File: src/rtl/maple_tx_sequencer.sv
// Maple Bus transmit sequencer: start pattern, payload bytes plus XOR checksum,
// end pattern, with a per-phase watchdog on every sub-block handshake.
module maple_tx_sequencer #(
  parameter int TIMEOUT = 255
) (
  input  logic       clk_i,
  input  logic       reset_i,
  input  logic       start_i,
  input  logic [7:0] len_i,
  output logic       busy_o,
  output logic       done_o,
  output logic       error_o,
  input  logic       byte_valid_i,
  input  logic [7:0] byte_data_i,
  output logic       byte_ready_o,
  output logic       pat_start_en_o,
  input  logic       pat_start_done_i,
  output logic       ser_en_o,
  output logic [7:0] ser_data_o,
  input  logic       ser_done_i,
  output logic       pat_end_en_o,
  input  logic       pat_end_done_i,
  output logic [1:0] bus_sel_o
);

  typedef enum logic [3:0] {
    IDLE, START_PAT, WAIT_START, FETCH, LOAD, WAIT_BYTE, END_PAT, WAIT_END, FINISH
  } state_t;

  localparam logic [1:0] SEL_IDLE = 2'd0;
  localparam logic [1:0] SEL_SPAT = 2'd1;
  localparam logic [1:0] SEL_SER  = 2'd2;
  localparam logic [1:0] SEL_EPAT = 2'd3;

  // Abort fires on the edge where the counter would step onto TIMEOUT, so a
  // done pulse sampled on that same edge still wins.
  localparam logic [7:0] TO_LAST = 8'(TIMEOUT - 1);

  state_t     state_q;
  logic [7:0] rem_q, crc_q, tx_q, cnt_q;
  logic       last_q;
  logic       busy_q, done_q, error_q, byte_ready_q;
  logic       pat_start_en_q, ser_en_q, pat_end_en_q;
  logic [1:0] bus_sel_q;
  logic [7:0] crc_d;

  assign crc_d = crc_q ^ byte_data_i;

  always_ff @(posedge clk_i or posedge reset_i) begin
    if (reset_i) begin
      state_q        <= IDLE;
      rem_q          <= 8'd0;
      crc_q          <= 8'd0;
      tx_q           <= 8'd0;
      cnt_q          <= 8'd0;
      last_q         <= 1'b0;
      busy_q         <= 1'b0;
      done_q         <= 1'b0;
      error_q        <= 1'b0;
      byte_ready_q   <= 1'b0;
      pat_start_en_q <= 1'b0;
      ser_en_q       <= 1'b0;
      pat_end_en_q   <= 1'b0;
      bus_sel_q      <= SEL_IDLE;
    end else begin
      pat_start_en_q <= 1'b0;
      ser_en_q       <= 1'b0;
      pat_end_en_q   <= 1'b0;
      done_q         <= 1'b0;
      error_q        <= 1'b0;
      case (state_q)
        IDLE: begin
          busy_q       <= 1'b0;
          bus_sel_q    <= SEL_IDLE;
          byte_ready_q <= 1'b0;
          if (start_i) begin
            rem_q          <= len_i;
            crc_q          <= 8'd0;
            last_q         <= 1'b0;
            busy_q         <= 1'b1;
            bus_sel_q      <= SEL_SPAT;
            pat_start_en_q <= 1'b1;
            state_q        <= START_PAT;
          end
        end
        START_PAT: begin
          cnt_q   <= 8'd0;
          state_q <= WAIT_START;
        end
        WAIT_START: begin
          if (pat_start_done_i) begin
            bus_sel_q <= SEL_SER;
            if (rem_q != 8'd0) begin
              byte_ready_q <= 1'b1;
              state_q      <= FETCH;
            end else begin
              tx_q     <= crc_q;
              last_q   <= 1'b1;
              ser_en_q <= 1'b1;
              state_q  <= LOAD;
            end
          end else if (cnt_q == TO_LAST) begin
            error_q   <= 1'b1;
            bus_sel_q <= SEL_IDLE;
            state_q   <= IDLE;
          end else begin
            cnt_q <= cnt_q + 8'd1;
          end
        end
        FETCH: begin
          // Upstream may stall indefinitely here; no watchdog.
          if (byte_valid_i) begin
            tx_q         <= byte_data_i;
            crc_q        <= crc_d;
            rem_q        <= (rem_q != 8'd0) ? rem_q - 8'd1 : 8'd0;
            byte_ready_q <= 1'b0;
            ser_en_q     <= 1'b1;
            state_q      <= LOAD;
          end
        end
        LOAD: begin
          cnt_q   <= 8'd0;
          state_q <= WAIT_BYTE;
        end
        WAIT_BYTE: begin
          if (ser_done_i) begin
            if (last_q) begin
              pat_end_en_q <= 1'b1;
              bus_sel_q    <= SEL_EPAT;
              state_q      <= END_PAT;
            end else if (rem_q != 8'd0) begin
              byte_ready_q <= 1'b1;
              state_q      <= FETCH;
            end else begin
              tx_q     <= crc_q;
              last_q   <= 1'b1;
              ser_en_q <= 1'b1;
              state_q  <= LOAD;
            end
          end else if (cnt_q == TO_LAST) begin
            error_q   <= 1'b1;
            bus_sel_q <= SEL_IDLE;
            state_q   <= IDLE;
          end else begin
            cnt_q <= cnt_q + 8'd1;
          end
        end
        END_PAT: begin
          cnt_q   <= 8'd0;
          state_q <= WAIT_END;
        end
        WAIT_END: begin
          if (pat_end_done_i) begin
            done_q    <= 1'b1;
            bus_sel_q <= SEL_IDLE;
            state_q   <= FINISH;
          end else if (cnt_q == TO_LAST) begin
            error_q   <= 1'b1;
            bus_sel_q <= SEL_IDLE;
            state_q   <= IDLE;
          end else begin
            cnt_q <= cnt_q + 8'd1;
          end
        end
        FINISH: begin
          busy_q  <= 1'b0;
          state_q <= IDLE;
        end
        default: begin
          busy_q    <= 1'b0;
          bus_sel_q <= SEL_IDLE;
          state_q   <= IDLE;
        end
      endcase
    end
  end

  assign busy_o         = busy_q;
  assign done_o         = done_q;
  assign error_o        = error_q;
  assign byte_ready_o   = byte_ready_q;
  assign pat_start_en_o = pat_start_en_q;
  assign ser_en_o       = ser_en_q;
  assign ser_data_o     = tx_q;
  assign pat_end_en_o   = pat_end_en_q;
  assign bus_sel_o      = bus_sel_q;

endmodule

File: config.mk
export PLATFORM = sky130hd
export DESIGN_NAME = maple_tx_sequencer
export DESIGN_NICKNAME = d
export VERILOG_FILES = /design/src/rtl/maple_tx_sequencer.sv
export SDC_FILE = /design/constraint.sdc
export NUM_CORES = 1
export LEC_CHECK = 0
export CORE_ASPECT_RATIO = 0.9
export CORE_MARGIN = 5
export CORE_UTILIZATION = 65
export CTS_CLUSTER_DIAMETER = 40
export DETAILED_ROUTE_END_ITERATION = 8
export DONT_BUFFER_PORTS = 1
export GPL_ROUTABILITY_DRIVEN = 0
export PLACE_DENSITY = 0.9
export SYNTH_ARGS = -nofsm -noshare
export SYNTH_HDL_FRONTEND = slang
export SYNTH_SLANG_ARGS = --single-unit
export TNS_END_PERCENT = 30
File: constraint.sdc
create_clock -name clk_i -period 3.5 [get_ports clk_i]
set_clock_uncertainty 0.15 [all_clocks]
set_input_delay 0.875 -clock clk_i [delete_from_list [all_inputs] [get_ports clk_i]]
set_output_delay 0.875 -clock clk_i [all_outputs]
set_load 0.05 [all_outputs]
==> results of run 1 <==
==> final timing paths <==
kind | depth (start not counted) | slack (ns) | endpoint | from
max in group asynchronous | 1 | 2.10 | rem_q[2] | reset_i
worst max-delay path | 6 | 1.02 | ser_data_o[0] | rem_q[0]
worst max register to register | 6 | 1.02 | ser_data_o[0] | rem_q[0]
worst min-delay path | 2 | 0.40 | crc_q[4] | crc_q[4]
worst min register to register | 2 | 0.40 | crc_q[4] | crc_q[4]
min in group asynchronous | 1 | 0.52 | cnt_q[3] | reset_i
==> stage by stage <==
stage          worst slack (ns)  cell area (um^2)
5_1_grt                  0.7097              2684
4_1_cts                   1.037              2684
3_3_place_gp              1.125              2574
6_report                  1.016              2684
2_1_floorplan             1.315              2584
3_5_place_dp              1.065              2574
==> registers in the layout, indices dropped and copies added (netlist names) <==
| signal | flops |
|---|---|
| pat_start_en_o | 1 |
| state_q | 4 |
| last_q | 1 |
| pat_end_en_o | 1 |
| bus_sel_o | 2 |
| cnt_q | 8 |
| ser_en_o | 1 |
| rem_q | 8 |
| crc_q | 8 |
| busy_o | 1 |
| error_o | 1 |
| byte_ready_o | 1 |
| ser_data_o | 8 |
| done_o | 1 |
==> power breakdown <==
group | internal [mW] | total (mW) | switching (mW)
logic | 0.432 | 1.04 | 0.604
registers | 0.730 | 1.24 | 0.513
clock network | 0.213 | 0.397 | 0.183
==> tightest hold or removal path: cells and delay by family (launching register included) <==
family | cells | cell delay (ns)
XOR/XNOR | 1 | 0.07
flip-flops | 1 | 0.37
AND/OR/NAND/NOR | 1 | 0.07
==> cell usage after synthesis, drive strengths merged, types with 2 or more instances <==
cell type / count
buf: 11
o211ai: 2
dfrtp: 46
inv: 9
nor3: 8
a21o: 3
o32ai: 2
or3b: 2
nand3: 6
and3: 2
or3: 3
a221o: 2
or2: 2
a211oi: 5
and2: 2
clkbuf: 7
nor2: 49
or4: 2
nor4: 2
nand2: 38
xnor2: 3
a31oi: 10
a32oi: 3
a21oi: 14
nand4b: 2
a22o: 2
mux2i: 2
and2b: 2
xor2: 8
ha: 3
nor4bb: 2
a221oi: 2
o21ai: 17
a22oi: 4
==> per-layer routing <==
layer  track usage  vias up
met4       0.05243        0
met2        0.3232       76
li1              -     1047
met5             0        -
met3       0.05844        6
met1        0.2988     1058
==> final cells by class <==
| type | count | area, um^2 | area share |
|---|---|---|---|
| Inverter | 9 | 33.78 | 0.01259 |
| Multi-Input combinational cell | 223 | 1309 | 0.4876 |
| Clock buffer | 6 | 72.57 | 0.02704 |
| Timing Repair Buffer | 3 | 22.52 | 0.008392 |
| Tap cell | 46 | 57.56 | 0.02145 |
| Sequential cell | 46 | 1151 | 0.4289 |
| Clock inverter | 2 | 37.54 | 0.01399 |
==> cell families (layout without fill, tap and decap cells) <==
kind of cell / after synthesis / in the layout / share of synthesized area
xor+xnor: 11 / 11 / 0.03729
simple gates: 128 / 128 / 0.2358
compound gates: 78 / 78 / 0.2068
mux: 3 / 3 / 0.01211
fa+ha+maj: 3 / 3 / 0.01453
flops: 46 / 46 / 0.4455
buf+inv: 27 / 20 / 0.04794
==> flow_summary.ini, run 1 <==
[outcome]
status = finished clean

[critical_path]
timing.critical_path.slowest_cell_delay_ns = 0.65
critical_path_class = reg2reg
cp_top_family = compound AO/OA/AOI/OAI gates
critical-path-slowest-cell = sky130_fd_sc_hd__nor4b_1
worstPathCellList = inv_1 -> ha_1 -> nor4b_1 -> a41o_1 -> nor2_1 -> a31oi_1
worst-path-buf-inv = 1
crit_arrival_ns = 2.55
worst-path-max-fanout = 17
required_time_of_the_worst_setup_path_ns = 3.57
timing.critical_path.to_type = register
worst_setup_path_start_kind = register

[synth]
synth-edff-count = 0
yosysTopAreaCellShare = 0.4455
leading_post_synthesis_cells_by_cell_area = sky130_fd_sc_hd__dfrtp_1 45%, sky130_fd_sc_hd__nor2_1 7.0%, sky130_fd_sc_hd__nand2_1 5.5%
synth-main-ff-cell = sky130_fd_sc_hd__dfrtp_1
synthesis.area_um2 = 2584
yosys.cell_types.count = 59
fraction_of_registers_with_async_set_or_reset_after_synthesis = 1.000
synthesis.instances = 296
yosys_register_bits = 46
yosysWarningCount = 0
synth.yosys.seq_area_share = 0.4455
syn_nets = 322
synth.avg_cell_area_um2 = 8.729
synth.largest_area_cell = sky130_fd_sc_hd__dfrtp_1

[clocking]
clk_root_buffer_cell = sky130_fd_sc_hd__clkbuf_8
holdBufCountCts = 0
post-cts-setup-buffer-count = 0
h-tree-depth = 2
tritoncts = done
cts-buffers-inserted = 5
clkLatencyLatePin_ns = 0.29
postCtsResizedCells = 0
clock_slew_at_the_register_clock_pins_of_the_worst_setup_and_hold_paths_ns = 0.09
cts_buffer_depth = 2
cts.sink_count = 46

[detailed_routing]
antenna_violating_nets_left = 0
remaining_drc_errors = 0
met1_length_um = 2576
wl_per_cell_um = 16.74
top_layer_in_use = met4
initialDrtViolationCount = 159
routed_wl_um = 5609
via_count = 2187
wl_met3_um = 444
wl_met2_um = 2530
viasPerCell = 6.528
dr.pass1.iters = 6

[sta]
grt_setup_unrepaired = false
final.hold.worst_slack_ns = 0.3975
setup-tns-final_ns = 0
setup_viol_count_final = 0
finalHoldViolCount = 0
final_critical_delay_including_setup_and_external_delays_ns = 2.484
worstMarginPinSlew_ns = 0.9482
timing.max_slew.rel_slack = 0.3670
highest_attainable_clock_frequency_mhz = 402.6
maxSlewViolCount = 0
post-route-period-util = 0.7097

[cells_and_area]
fraction_of_final_layout_cells_sized_beyond_drive_strength_1 = 0.07266
fin_nets = 314
num_antenna_cells = 0
finish.utilization = 0.7093
fillers = 317
most-common-layout-cells = 48 x sky130_fd_sc_hd__nor2_1, 46 x sky130_fd_sc_hd__dfrtp_1, 38 x sky130_fd_sc_hd__nand2_1
areaGrowthSynthToFinish_pct = 3.874
post_layout_nonfiller_instances = 335
leading_cell_type_in_the_layout_fill_and_taps_excluded = sky130_fd_sc_hd__nor2_1

[die]
boundaryPins = 40
overall_die_area_um2 = 5337
fp.coreArea_um2 = 3784
die_h_um = 69.81
floorplan.initialDensity = 0.6829
row_count = 21
die_x_extent_um = 76.46

[grt]
first_pass_grt_wire_length_um = 9480
pin_count_of_the_biggest_net_entering_global_routing = 47
grt_antenna_before_repair = 0
grt-ovfl-total = 0
grt_util_all_layers = 0.2121
grt_pass1_vias = 2009

[pwr]
vdd.ir_drop.worst_mv = 0.6087
static-leakage-power_nw = 1.171
design_power_total_mw = 2.676
total_power_density_per_cell_area_nw_per_um2 = 996.9

[flow_run]
drv.max_cap_violation_count = 0

[hold_path]
hold_path.class = reg2reg

[placement]
place_inst = 327
dp_hpwl_um = 3813
port_buffers = 0
Power figures use the tool's default switching activity.
==> run 2: changes to the inputs <==
CORE_UTILIZATION = 57   (was 65)
PLACE_DENSITY = 0.84   (was 0.9)
clock period = 2 ns   (was 3.5 ns; I/O delays follow)
==> run 2 against run 1 <==
Against the previous run:
- the run now ends with negative setup slack left
- final cell count increased by 18%
- global-route usage grew 1.4 points
- sequential cell count stayed put
- sequential power up 65%
- wire length is 16% higher
- maximum frequency increased by 21%
- worst hold slack worse by 0.21 ns
- non-clock buffer count up 43
- core utilization grew 0.69 points
- combinational power rose to 2.7 times the previous value
- first-iteration DRC count grew 1.9%
- via count rose by 8.6%
- highest routed layer unchanged
==> flow_summary.ini, run 2 (synthesis results as in run 1) <==
[sta]
timing.max_slew.rel_slack = 0.6684
maxSlewViolCount = 0
finalHoldViolCount = 0
post-route-period-util = 1.028
highest_attainable_clock_frequency_mhz = 486.4
final_critical_delay_including_setup_and_external_delays_ns = 2.056
worstMarginPinSlew_ns = 0.4967
grt_setup_unrepaired = true
setup_viol_count_final = 3
timing.final.ws_setup_ns = -0.05600
setup-tns-final_ns = -0.09595

[placement]
dp_hpwl_um = 4433
place_area_um2 = 2918
port_buffers = 0

[detailed_routing]
antenna_violating_nets_left = 0
remaining_drc_errors = 0
via_count = 2374
routed_wl_um = 6502
met1_length_um = 2814
dr.pass1.iters = 5
wl_met3_um = 552
top_layer_in_use = met4
wl_per_cell_um = 16.50
wl_met2_um = 3037
viasPerCell = 6.025
initialDrtViolationCount = 162

[critical_path]
worst-path-max-fanout = 5
crit_arrival_ns = 2.13
critical-path-slowest-cell = sky130_fd_sc_hd__dfrtp_1
regToRegSetupSlack_ns = -0.06
regToRegStartpoint = state_q[2]
required_time_of_the_worst_setup_path_ns = 2.08
timing.reg2reg.worst_path_depth = 6
reg_to_reg_endpoint = cnt_q[3]
critical_path_class = reg2reg
cp_top_family = simple AND/OR/NAND/NOR gates
worst_setup_path_start_kind = register
timing.critical_path.slowest_cell_delay_ns = 0.43
worstPathCellList = or3b_4 -> o2bb2ai_2 -> a21o_1 -> buf_4 -> or3_4 -> a21oi_2
worst-path-buf-inv = 1
timing.critical_path.to_type = register

[hold_path]
hold_path.class = in2reg
worstHoldEndpoint = ser_data_o[5]
timing.hold.worst.start = byte_data_i[5]
timing.hold.worst_path_depth = 2

[pwr]
static-leakage-power_nw = 1.401
comb_power_share = 0.507
seq_power_share = 0.370
vdd.ir_drop.worst_mv = 1.013
clkPwrFrac = 0.123
total_power_density_per_cell_area_nw_per_um2 = 1737
power.switching_fraction = 0.4618
net_switching_mw = 2.546
power.internal_mw = 2.968

[clocking]
h-tree-depth = 2
clkLatencyLatePin_ns = 0.30
cts_buffer_depth = 2
clk_root_buffer_cell = sky130_fd_sc_hd__clkbuf_8
clock_slew_at_the_register_clock_pins_of_the_worst_setup_and_hold_paths_ns = 0.09
cts.sink_count = 46
tritoncts = done
cts-buffers-inserted = 5

[cells_and_area]
fillers = 362
fraction_of_final_layout_cells_sized_beyond_drive_strength_1 = 0.2500
finish.utilization = 0.7163
leading_cell_type_in_the_layout_fill_and_taps_excluded = sky130_fd_sc_hd__dfrtp_1
num_antenna_cells = 0
areaGrowthSynthToFinish_pct = 22.86
most-common-layout-cells = 45 x sky130_fd_sc_hd__dfrtp_1, 43 x sky130_fd_sc_hd__nor2_1, 41 x sky130_fd_sc_hd__buf_4
postLayoutCellArea_um2 = 3174
fin_nets = 357

[grt]
first_pass_grt_wire_length_um = 10570
pin_count_of_the_biggest_net_entering_global_routing = 25
grt_antenna_before_repair = 0
grt-ovfl-total = 0
grt_util_all_layers = 0.2258
grt_pass1_vias = 2299

[die]
boundaryPins = 40
floorplan.initialDensity = 0.5830
fp.coreArea_um2 = 4432
die_h_um = 73.87
die_x_extent_um = 80.97
row_count = 23
overall_die_area_um2 = 5981

[outcome]
status = finished, violations left
violations = negative setup slack

[flow_run]
drv.max_cap_violation_count = 0
## run 2: cell types whose count changed in the layout (fill, tap and decap cells not counted), sizes merged
cell and change:
buf +42, clkinvlp -1, clkbuf +1, dlygate4sd3 +1
## run 2: per-stage QoR
step | instances | hold slack (ns) | power [mW] | setup WS, ns
CTS | 392 | 0.1822 | 5.282 | -0.02471
detailed placement | 382 | 0.2935 | 4.526 | -0.04614
global route | 394 | 0.1894 | 5.907 | -0.1282
floorplan | 296 | 0.3544 | 3.660 | 0.05469
global placement | 382 | 0.2909 | 4.421 | 0.01600
finish | 394 | 0.1888 | 5.514 | -0.05600
## run 2: final cells by class
cell class                      instances  area [um^2]  share of cell area
Clock buffer                            7        76.32             0.02404
Clock inverter                          1        30.03            0.009460
Inverter                                9        33.78             0.01064
Multi-Input combinational cell        223         1424              0.4486
Sequential cell                        46         1152              0.3630
Tap cell                               62        77.57             0.02444
Timing Repair Buffer                   46        380.4              0.1198
## run 2: repair_timing
item	in CTS	in global routing
endpoints found under the setup margin	7	32
gates resized for setup	2	30
hold buffers	1	0
setup buffers	1	2
endpoints found under the hold margin	22	0
pin swaps	1	9
## run 2: metal layers
metal	vias to the layer above	GRT usage
li1	1126	-
met3	17	0.05637
met4	0	0.07129
met5	-	0
met1	1122	0.3065
met2	109	0.3555
## run 2: power by group through the flow
stage	Clock (mW)	Combinational [mW]	Sequential, mW
detailed placement	0	2.49	2.04
global route	0.735	3.08	2.09
floorplan	0	1.68	1.98
finish	0.680	2.79	2.04
CTS	0.698	2.56	2.02
global placement	0	2.40	2.02
## run 2: how the worst max path moves through the flow
stage / from / endpoint / cells past startpoint
floorplan: rem_q[0] / rem_q[3] / 7
finish: state_q[2] / cnt_q[3] / 6
global placement: cnt_q[0] / state_q[1] / 8
CTS: state_q[2] / cnt_q[3] / 6
global route: state_q[2] / cnt_q[7] / 7
detailed placement: cnt_q[0] / state_q[1] / 8
## run 2: worst reg2reg max path, cell delays in order (launching register included)
cell and delay [ns]:
sky130_fd_sc_hd__dfrtp_1 0.43, sky130_fd_sc_hd__or3b_4 0.41, sky130_fd_sc_hd__o2bb2ai_2 0.16, sky130_fd_sc_hd__a21o_1 0.21, sky130_fd_sc_hd__buf_4 0.15, sky130_fd_sc_hd__or3_4 0.36
sky130_fd_sc_hd__a21oi_2 0.13
==> run 3: changes to the inputs <==
CELL_PAD_IN_SITES_DETAIL_PLACEMENT = 0   (was not set)
CELL_PAD_IN_SITES_GLOBAL_PLACEMENT = 2   (was not set)
CORE_UTILIZATION = 41   (was 57)
PLACE_DENSITY = 0.93   (was 0.84)
clock period = 2.4 ns   (was 2 ns; I/O delays follow)
==> run 3 against run 2 <==
Against the previous run:
- the flow now finishes without violations
- register-to-register slack improved by 0.21 ns
- worst hold slack improved by 0.10 ns
- first-iteration DRC count decreased by 8.6%
- clock power decreased by 29%
- core utilization decreased by 26 points
- sequential cell count unchanged
- wire length decreased by 6.5%
- global-route usage decreased by 6.9 points
- count of clock-buffer cells in the layout decreased by 2
- setup slack improved by 0.21 ns
- cell area decreased by 12%
- critical path type unchanged
==> flow_summary.ini, run 3 (synthesis results as in run 1) <==
[clocking]
clock_slew_at_the_register_clock_pins_of_the_worst_setup_and_hold_paths_ns = 0.09
cts_buffer_depth = 2
h-tree-depth = 2
cts-buffers-inserted = 5
cts.sink_count = 46
clkLatencyLatePin_ns = 0.29
clk_root_buffer_cell = sky130_fd_sc_hd__clkbuf_8
tritoncts = done

[detailed_routing]
antenna_violating_nets_left = 0
dr.pass1.iters = 4
viasPerCell = 5.506
routed_wl_um = 6079
via_count = 2131
initialDrtViolationCount = 148
remaining_drc_errors = 0
wl_per_cell_um = 15.71

[pwr]
net_switching_mw = 1.927
vdd.ir_drop.worst_mv = 0.5676
static-leakage-power_nw = 1.219
clkPwrFrac = 0.124
power.internal_mw = 1.976
total_power_density_per_cell_area_nw_per_um2 = 1390
comb_power_share = 0.429
seq_power_share = 0.447
power.switching_fraction = 0.4938

[grt]
grt-ovfl-total = 0
first_pass_grt_wire_length_um = 9970
grt_util_all_layers = 0.1565
pin_count_of_the_biggest_net_entering_global_routing = 39
grt_antenna_before_repair = 0
grt_pass1_vias = 2034

[sta]
setup-tns-final_ns = 0
final.hold.worst_slack_ns = 0.2899
maxSlewViolCount = 0
finalHoldViolCount = 0
worstMarginPinSlew_ns = 0.6466
final_critical_delay_including_setup_and_external_delays_ns = 2.243
post-route-period-util = 0.9346
timing.max_slew.rel_slack = 0.5631
grt_setup_unrepaired = false
highest_attainable_clock_frequency_mhz = 445.8
setup_viol_count_final = 0
timing.final.ws_setup_ns = 0.1570

[critical_path]
timing.critical_path.to_type = register
worst_setup_path_start_kind = register
required_time_of_the_worst_setup_path_ns = 2.44
crit_arrival_ns = 2.28
worst-path-max-fanout = 16
regToRegStartpoint = state_q[2]
critical_path_class = reg2reg
timing.reg2reg.worst_path_depth = 5
setup.worst_path.start = state_q[2]

[die]
row_count = 27
overall_die_area_um2 = 7991
die_x_extent_um = 93.68
die_h_um = 85.31
floorplan.initialDensity = 0.4225
fp.coreArea_um2 = 6115
boundaryPins = 40

[placement]
place_inst = 378
setup_slack_at_placement_ns = 0.1530
port_buffers = 0
dp_hpwl_um = 4427

[cells_and_area]
finish.utilization = 0.4594
post_layout_nonfiller_instances = 387
fin_nets = 325
num_antenna_cells = 0
leading_cell_type_in_the_layout_fill_and_taps_excluded = sky130_fd_sc_hd__nor2_1
areaGrowthSynthToFinish_pct = 8.717
fraction_of_final_layout_cells_sized_beyond_drive_strength_1 = 0.1133
most-common-layout-cells = 48 x sky130_fd_sc_hd__nor2_1, 46 x sky130_fd_sc_hd__dfrtp_1, 38 x sky130_fd_sc_hd__nand2_1
fillers = 584

[hold_path]
timing.hold.worst.start = byte_data_i[1]
hold_path.class = in2reg
timing.hold.worst_path_depth = 2

[flow_run]
drv.max_cap_violation_count = 0

[outcome]
status = finished clean
## run 3: path summary, 6_finish.rpt
kind                            endpoint  slack, ns
min reg2reg                     crc_q[5]       0.39
min                        ser_data_o[1]       0.29
max in group asynchronous       cnt_q[0]       0.88
max reg2reg                   state_q[0]       0.16
max                           state_q[0]       0.16
min in group asynchronous       cnt_q[2]       0.50
## run 3: stage by stage
stage | power [mW] | instance area [um^2]
4_1_cts | 3.915 | 2804
2_1_floorplan | 3.045 | 2584
3_3_place_gp | 3.409 | 2700
3_5_place_dp | 3.419 | 2700
6_report | 3.903 | 2809
5_1_grt | 4.230 | 2809
## run 3: area by class of cell
type,count,area [um^2],share of cell area
Multi-Input combinational cell,223,1314,0.4677
Sequential cell,46,1151,0.4098
Tap cell,87,108.9,0.03875
Timing Repair Buffer,14,107.6,0.03831
Clock buffer,5,68.82,0.02450
Inverter,9,33.78,0.01203
Clock inverter,3,25.02,0.008909
## run 3: critical path: stages, from the launching register on
cell	delay, ns
sky130_fd_sc_hd__dfrtp_1	0.54
sky130_fd_sc_hd__and2b_1	0.34
sky130_fd_sc_hd__a21oi_2	0.12
sky130_fd_sc_hd__nor2_1	0.43
sky130_fd_sc_hd__nor2_1	0.17
sky130_fd_sc_hd__a221o_1	0.38
## run 3: power groups by stage
stage / combinational (mW) / sequential (mW) / clock [mW]
after floorplan: 1.40 / 1.64 / 0
after global placement: 1.65 / 1.76 / 0
after detailed placement: 1.65 / 1.77 / 0
after CTS: 1.66 / 1.75 / 0.504
after global routing: 1.90 / 1.80 / 0.533
final: 1.67 / 1.74 / 0.485
## run 3: layer usage
metal,global-route usage,wire (um)
met5,0,0
met4,0.03937,44
met3,0.04521,337
met2,0.2331,2732
met1,0.2236,2964
## run 3: timing repair
action                                  CTS  global route
hold buffers                              1             0
hold endpoints to repair                  8             0
buffers inserted                          0             0
resized for setup                         0             2
endpoints found under the setup margin    0             4
